<file path="config.mk">
export PLATFORM = sky130hd
export DESIGN_NAME = clock_break_controller
export DESIGN_NICKNAME = d
export VERILOG_FILES = /design/src/rtl/clock_break_controller_pkg.sv /design/src/rtl/clock_break_controller_button_debouncer.sv /design/src/rtl/clock_break_controller.sv
export SDC_FILE = /design/constraint.sdc
export NUM_CORES = 1
export LEC_CHECK = 0
export CORE_ASPECT_RATIO = 1.2
export CORE_MARGIN = 4
export CORE_UTILIZATION = 45
export DETAILED_ROUTE_END_ITERATION = 10
export GPL_TIMING_DRIVEN = 1
export PLACE_DENSITY = 0.66
export SLEW_MARGIN = 10
export SYNTH_ARGS = -nofsm -noshare
export SYNTH_HDL_FRONTEND = slang
export SYNTH_SLANG_ARGS = --single-unit
</file>
<file path="constraint.sdc">
create_clock -name clock_50mhz -period 2.4 [get_ports clock_50mhz]
set_input_delay 0.48 -clock clock_50mhz [delete_from_list [all_inputs] [get_ports clock_50mhz]]
set_output_delay 0.48 -clock clock_50mhz [all_outputs]
set_load 0.03 [all_outputs]
</file>
<file path="src/rtl/clock_break_controller_pkg.sv">
// ----------------------------------------------------------------------------
// clock_break_controller_pkg
//
// Purpose:
//   Shared definitions for the clock-domain break controller: the FSM state
//   encoding, the default debounce and step lengths, and a small helper that
//   says whether the core is allowed to advance in a given state.
//
// Contents:
//   BRK_STATE_W              width of the break FSM state register
//   brk_state_e              RUN / HALT / STEP state encoding
//   DEBOUNCE_CYCLES_DEFAULT  10 ms of stable button level at 50 MHz
//   STEP_CYCLES_DEFAULT      core cycles granted per step press
//   core_runs_in()           1 for states in which the core clock is enabled
// ----------------------------------------------------------------------------
package clock_break_controller_pkg;

    localparam int BRK_STATE_W = 2;

    typedef enum logic [BRK_STATE_W-1:0] {
        BRK_STATE_RUN  = 2'd0,
        BRK_STATE_HALT = 2'd1,
        BRK_STATE_STEP = 2'd2
    } brk_state_e;

    localparam int DEBOUNCE_CYCLES_DEFAULT = 500000;
    localparam int STEP_CYCLES_DEFAULT     = 1;

    // The core only advances in RUN and STEP.
    function automatic logic core_runs_in(input brk_state_e state);
        return (state == BRK_STATE_RUN) || (state == BRK_STATE_STEP);
    endfunction

endpackage

</file>
<file path="src/rtl/clock_break_controller_button_debouncer.sv">
// ----------------------------------------------------------------------------
// button_debouncer
//
// Purpose:
//   Turns a raw, asynchronous, bouncing push-button into a clean one-cycle
//   press pulse. The raw level goes through a 2-FF synchronizer. The
//   debounced level only follows it after DEBOUNCE_CYCLES consecutive
//   samples that differ from the current debounced level. A press is the
//   rising edge of the debounced level.
//
// Parameters:
//   DEBOUNCE_CYCLES  consecutive stable samples needed to accept a change
//
// Ports:
//   clock_50mhz   in   system clock
//   reset_n       in   asynchronous active-low reset
//   button_raw    in   raw active-high button level
//   button_press  out  registered one-cycle pulse on an accepted press
// ----------------------------------------------------------------------------
module button_debouncer
    import clock_break_controller_pkg::*;
#(
    parameter int DEBOUNCE_CYCLES = DEBOUNCE_CYCLES_DEFAULT
) (
    input  logic clock_50mhz,
    input  logic reset_n,
    input  logic button_raw,
    output logic button_press
);

    localparam int CW = $clog2(DEBOUNCE_CYCLES + 1);
    localparam logic [CW-1:0] LAST_COUNT = CW'(DEBOUNCE_CYCLES - 1);

    logic          sync_meta;
    logic          sync_level;
    logic          debounced;
    logic [CW-1:0] stable_count;

    // Synchronizer, debounce counter and press pulse. The counter tracks
    // how long the synchronized level has disagreed with the debounced
    // level; any agreeing sample restarts it, so a short glitch never
    // reaches the debounced level. The press pulse fires on the same edge
    // the debounced level rises.
    always_ff @(posedge clock_50mhz or negedge reset_n) begin
        if (!reset_n) begin
            sync_meta    <= 1'b0;
            sync_level   <= 1'b0;
            debounced    <= 1'b0;
            stable_count <= '0;
            button_press <= 1'b0;
        end else begin
            sync_meta    <= button_raw;
            sync_level   <= sync_meta;
            button_press <= 1'b0;
            if (sync_level == debounced) begin
                stable_count <= '0;
            end else if (stable_count == LAST_COUNT) begin
                debounced    <= sync_level;
                stable_count <= '0;
                button_press <= sync_level;
            end else begin
                stable_count <= stable_count + CW'(1);
            end
        end
    end

endmodule

</file>
<file path="src/rtl/clock_break_controller.sv">
// ----------------------------------------------------------------------------
// clock_break_controller
//
// Purpose:
//   Break FSM for the core clock. Halts the core when it raises
//   break_request, lets the user single-step it with a push-button, and
//   resumes it on the resume button (or, when auto-resume is built in, when
//   the break countdown timer expires).
//
// Configuration:
//   BREAK_AUTO_RESUME_EN  when defined, the countdown runs while halted and
//                         its timeout resumes the core. When undefined,
//                         countdown_enable is held at 0 and
//                         countdown_timed_up is ignored.
//
// Parameters:
//   DEBOUNCE_CYCLES  stable cycles before a button change is accepted
//   STEP_CYCLES      core clock-enable cycles granted per step press (>=1)
//
// Ports:
//   clock_50mhz         in   system clock
//   reset_n             in   asynchronous active-low reset
//   break_request       in   break level from the core
//   step_button         in   raw step push-button
//   resume_button       in   raw resume push-button
//   countdown_timed_up  in   one-cycle timeout pulse from the countdown
//   countdown_enable    out  countdown runs while high
//   core_clock_enable   out  core advances on cycles where this is high
//   halted              out  high while in HALT
//   break_count         out  number of RUN->HALT entries, wrapping
// ----------------------------------------------------------------------------
module clock_break_controller
    import clock_break_controller_pkg::*;
#(
    parameter int DEBOUNCE_CYCLES = DEBOUNCE_CYCLES_DEFAULT,
    parameter int STEP_CYCLES     = STEP_CYCLES_DEFAULT
) (
    input  logic       clock_50mhz,
    input  logic       reset_n,
    input  logic       break_request,
    input  logic       step_button,
    input  logic       resume_button,
    input  logic       countdown_timed_up,
    output logic       countdown_enable,
    output logic       core_clock_enable,
    output logic       halted,
    output logic [7:0] break_count
);

    localparam int SW = $clog2(STEP_CYCLES + 1);
    localparam logic [SW-1:0] LAST_STEP = SW'(STEP_CYCLES - 1);

    brk_state_e    state;
    brk_state_e    next_state;
    logic          break_request_q;
    logic          reentry_guard;
    logic          next_reentry_guard;
    logic [SW-1:0] step_count;
    logic [SW-1:0] next_step_count;
    logic [7:0]    next_break_count;
    logic          next_core_clock_enable;
    logic          next_halted;
    logic          next_countdown_enable;
    logic          step_press;
    logic          resume_press;
    logic          auto_resume_event;

    button_debouncer #(
        .DEBOUNCE_CYCLES (DEBOUNCE_CYCLES)
    ) u_step_debouncer (
        .clock_50mhz  (clock_50mhz),
        .reset_n      (reset_n),
        .button_raw   (step_button),
        .button_press (step_press)
    );

    button_debouncer #(
        .DEBOUNCE_CYCLES (DEBOUNCE_CYCLES)
    ) u_resume_debouncer (
        .clock_50mhz  (clock_50mhz),
        .reset_n      (reset_n),
        .button_raw   (resume_button),
        .button_press (resume_press)
    );

`ifdef BREAK_AUTO_RESUME_EN
    assign auto_resume_event = countdown_timed_up;
`else
    logic unused_countdown_timed_up;
    assign unused_countdown_timed_up = countdown_timed_up;
    assign auto_resume_event         = 1'b0;
`endif

    // Next-state logic. break_request is taken from its registered copy,
    // which is why the core keeps running for one cycle after it asks to
    // break. The re-entry guard lasts one RUN cycle after leaving HALT so a
    // break level that is still high does not immediately halt again.
    // Presses and break requests seen during STEP are simply dropped.
    always_comb begin
        next_state         = state;
        next_reentry_guard = 1'b0;
        next_step_count    = step_count;
        next_break_count   = break_count;
        unique case (state)
            BRK_STATE_RUN: begin
                if (break_request_q && !reentry_guard) begin
                    next_state       = BRK_STATE_HALT;
                    next_break_count = break_count + 8'd1;
                end
            end
            BRK_STATE_HALT: begin
                if (resume_press) begin
                    next_state         = BRK_STATE_RUN;
                    next_reentry_guard = 1'b1;
                end else if (step_press) begin
                    next_state      = BRK_STATE_STEP;
                    next_step_count = '0;
                end else if (auto_resume_event) begin
                    next_state         = BRK_STATE_RUN;
                    next_reentry_guard = 1'b1;
                end
            end
            BRK_STATE_STEP: begin
                if (step_count == LAST_STEP) begin
                    next_state = BRK_STATE_HALT;
                end else begin
                    next_step_count = step_count + SW'(1);
                end
            end
            default: begin
                next_state = BRK_STATE_RUN;
            end
        endcase
    end

    // Outputs are decoded from the next state so that the registered
    // outputs line up with the state register on the same edge.
    always_comb begin
        next_core_clock_enable = core_runs_in(next_state);
        next_halted            = (next_state == BRK_STATE_HALT);
`ifdef BREAK_AUTO_RESUME_EN
        next_countdown_enable  = next_halted;
`else
        next_countdown_enable  = 1'b0;
`endif
    end

    // State, counters and output registers. Reset clears everything and
    // returns to RUN with all outputs low; the core is enabled from the
    // first edge after reset releases.
    always_ff @(posedge clock_50mhz or negedge reset_n) begin
        if (!reset_n) begin
            state             <= BRK_STATE_RUN;
            break_request_q   <= 1'b0;
            reentry_guard     <= 1'b0;
            step_count        <= '0;
            break_count       <= 8'd0;
            core_clock_enable <= 1'b0;
            halted            <= 1'b0;
            countdown_enable  <= 1'b0;
        end else begin
            state             <= next_state;
            break_request_q   <= break_request;
            reentry_guard     <= next_reentry_guard;
            step_count        <= next_step_count;
            break_count       <= next_break_count;
            core_clock_enable <= next_core_clock_enable;
            halted            <= next_halted;
            countdown_enable  <= next_countdown_enable;
        end
    end

endmodule
</file>
==> flow_summary.ini <==
[worst_setup_path]
rr_worst_depth = 5
worstSetupStartpoint = u_step_debouncer.stable_count[0]$_DFF_PN0_
regToRegSetupSlack_ns = 0.36
path_cells = ha_1 > nand4_1 > or3_2 > or4_1 > a21oi_1
cp-start-kind = flop
critical_path_cell_count = 5
required_ns = 2.66
rr_endpoint = u_step_debouncer.stable_count[16]$_DFF_PN0_
crit_fanout = 5
crit_type = flop to flop
critPathMaxStageDelay_ns = 0.56
cpLargestDelayFamily = simple AND/OR/NAND/NOR gates
cp_num_buf_inv = 0
slowest_stage = or3_2
critPathCapture = u_step_debouncer.stable_count[16]$_DFF_PN0_
rr_startpoint = u_step_debouncer.stable_count[0]$_DFF_PN0_
arrival_ns = 2.30
end_kind = flop

[clock_network]
clk_latency_ns = 0.34
clock-sinks = 60
cts_made_buffers = 9
clk_pin_slew_ns = 0.07
post_cts_buffers = 0
cts_resized = 0
root_buffer = clkbuf_8
htreeDepth = 3
cts_max_path_buffers = 2
cts_tree = built
cts_hold_buf = 0

[routing]
vias_per_cell = 5.31
route.detailed.drc = 0
wire_per_inst_um = 13.1
drt_wl_total_um = 4770
vias = 1939
drtAntennaViolNets = 0
drt-pass1-iter-count = 4
first_iter_violations = 130

[power_and_ir_drop]
p_sw_mw = 0.483
switching_share_pct = 21.0
pwr-share-seq_pct = 45.7
p_leak_nw = 1.33
clkPwrFrac_pct = 50.2
power_density_nw_per_um2 = 710
total_power_mw = 2.30
vdd_ir_drop_max_mv = 0.376
comb_power_share_pct = 4.0
p_int_mw = 1.81

[die]
initial_core_util_pct = 47.2
num_rows = 30
ioPinCount = 17
coreArea_sq_um = 5780
die_w_um = 79.1
dieHeight_um = 93.3
dieArea_sq_um = 7380

[global_routing]
grt-ovfl-total = 0
grt.met1_usage_pct = 19.2
met2_usage_pct = 23.5
grt_pass1_wl_um = 8780
use_met3_pct = 3.28
grt_busiest_layer = met2
grt_pass1_vias = 1937
track_usage_pct = 15.1
antenna_found_initial = 0
grt_max_degree = 61

[sta]
drv_slew = 0
final-setup-viol-count = 0
finalClockSkew_ns = 0.00948
fin_crit_sh_pct = 85.0
max_freq_ghz = 0.490
period_needed_ns = 2.04
finalSetupTns_ns = 0
hold_viol_final = 0
rsz0062_at_grt = false

[yosys]
synthTopCellsByCount = dfrtp_1, nor2_1, xnor2_1
async_reset_ff_share_pct = 100
synth.top_cells.by_area = dfrtp_1, xnor2_1, nor2_1
synth_edf_count = 0
ys_seq_elements = 60
synth_nets = 266
yosys.area.top_type = dfrtp_1
post-synth-top-count-cell = dfrtp_1
synth_flop_cell = dfrtp_1
syn_avg_cell_area_sq_um = 10.6
yosys_warnings = 0
netlist-cell-type-count = 37
yosysTopAreaCellShare_pct = 55.0
synth_area_sq_um = 2730
ys_seq_area_share_pct = 55.0
synthCells = 257

[place]
io_buffers = 14
dp_hpwl_um = 3220
place_congestion = 0.791

[cells_and_area]
antenna_cells = 0
fin_nets = 289
num-fill-cells = 519
area_growth_pct = 18.6
drive_above_1_share_pct = 11.2

[outcome]
status = finished clean

[run]
maxCapViolCount = 0

[hold_path]
min_path_type = primary input to asynchronous set/reset pin
-- per-layer routing --
metal,up-vias,part of all wire (%)
li1,956,-
met1,946,47
met2,25,47
met3,12,3.0
met4,0,2.6
met5,-,0
-- cell usage in the layout, fill, tap and decap left out, types with 2 or more instances in the layout --
cell type,count
buf_4,3
nor3_1,5
nand4_1,11
nor3b_1,2
nor4_1,7
bufinv_16,3
nor2_1,31
nand3_1,16
or3_2,3
and3_1,4
o31ai_1,3
nor4b_1,3
inv_1,8
xor2_1,11
xnor2_1,22
or4_1,6
dfrtp_1,60
or3_1,3
ha_1,3
nand2_1,15
clkdlybuf4s50_1,13
and4_1,5
mux2_2,3
o21ai_0,5
a31o_2,2
a21oi_1,12
clkbuf_8,11
-- power by group through the flow --
stage                     logic, mW  registers, mW  clock network (mW)
final                        0.0931           1.05                1.15
after global routing          0.106           1.06                1.22
after CTS                    0.0966           1.05                1.18
after detailed placement     0.0965           1.07                   0
after global placement       0.0951           1.07                   0
after floorplan              0.0353           1.08                   0
-- per-stage QoR --
step	worst slack (ns)	hold WS, ns	utilization, %	cells	area (sq um)
after detailed placement	0.376	0.355	51.5	349	2980
after global routing	0.176	0.153	56.0	365	3240
final	0.360	0.128	56.0	365	3240
after CTS	0.360	0.141	56.0	365	3240
after floorplan	0.505	0.184	-	257	2730
after global placement	0.408	0.355	51.5	349	2980
-- cell families (layout without fill, tap and decap cells) --
group | after synthesis | in the layout | synth area share, %
AND/OR/NAND/NOR | 120 | 120 | 24.5
buffers and inverters | 14 | 42 | 2.11
AO/OA/AOI/OAI | 23 | 23 | 5.04
XOR/XNOR | 33 | 33 | 10.6
flip-flops | 60 | 60 | 55.0
multiplexers | 3 | 3 | 1.24
other | 1 | 1 | 0.137
adder cells (fa/ha/maj) | 3 | 3 | 1.38
-- worst min path at each step --
stage | to | slack, ns
global route | u_resume_debouncer.stable_count[18]$_DFF_PN0_ | 0.15
finish | u_resume_debouncer.stable_count[15]$_DFF_PN0_ | 0.13
floorplan | break_count[0]$_DFFE_PN0P_ | 0.18
detailed placement | u_resume_debouncer.sync_level$_DFF_PN0_ | 0.36
CTS | u_resume_debouncer.stable_count[15]$_DFF_PN0_ | 0.14
global placement | u_resume_debouncer.sync_level$_DFF_PN0_ | 0.36
-- layout make-up --
class	count	area [sq um]	share of cell area [%]
inverters	8	30.0	0.928
repair buffers	18	178	5.49
flip-flops and latches	60	1500	46.4
clock buffers	11	151	4.68
multi-input cells	183	1170	36.1
clock inverters	5	106	3.29
well taps	80	100	3.09
-- registers in the layout (all words and copies together) (netlist names) --
| register | count |
|---|---|
| u_resume_debouncer.stable_count | 19 |
| u_step_debouncer.stable_count | 19 |
| break_count | 8 |
| state | 2 |
| break_request_q | 1 |
| core_clock_enable | 1 |
| halted | 1 |
| reentry_guard | 1 |
| u_resume_debouncer.button_press | 1 |
| u_resume_debouncer.debounced | 1 |
| u_resume_debouncer.sync_level | 1 |
| u_resume_debouncer.sync_meta | 1 |
| u_step_debouncer.button_press | 1 |
| u_step_debouncer.debounced | 1 |
| u_step_debouncer.sync_level | 1 |
| u_step_debouncer.sync_meta | 1 |
-- worst register-to-register path: cells and delay by family, from the launching register on --
family	cells	cell delay, ns
flops	1	0.41
fa+ha+maj	1	0.24
simple gates	3	1.17
compound gates	1	0.15
No activity file was read; power rests on OpenSTA's default activity.
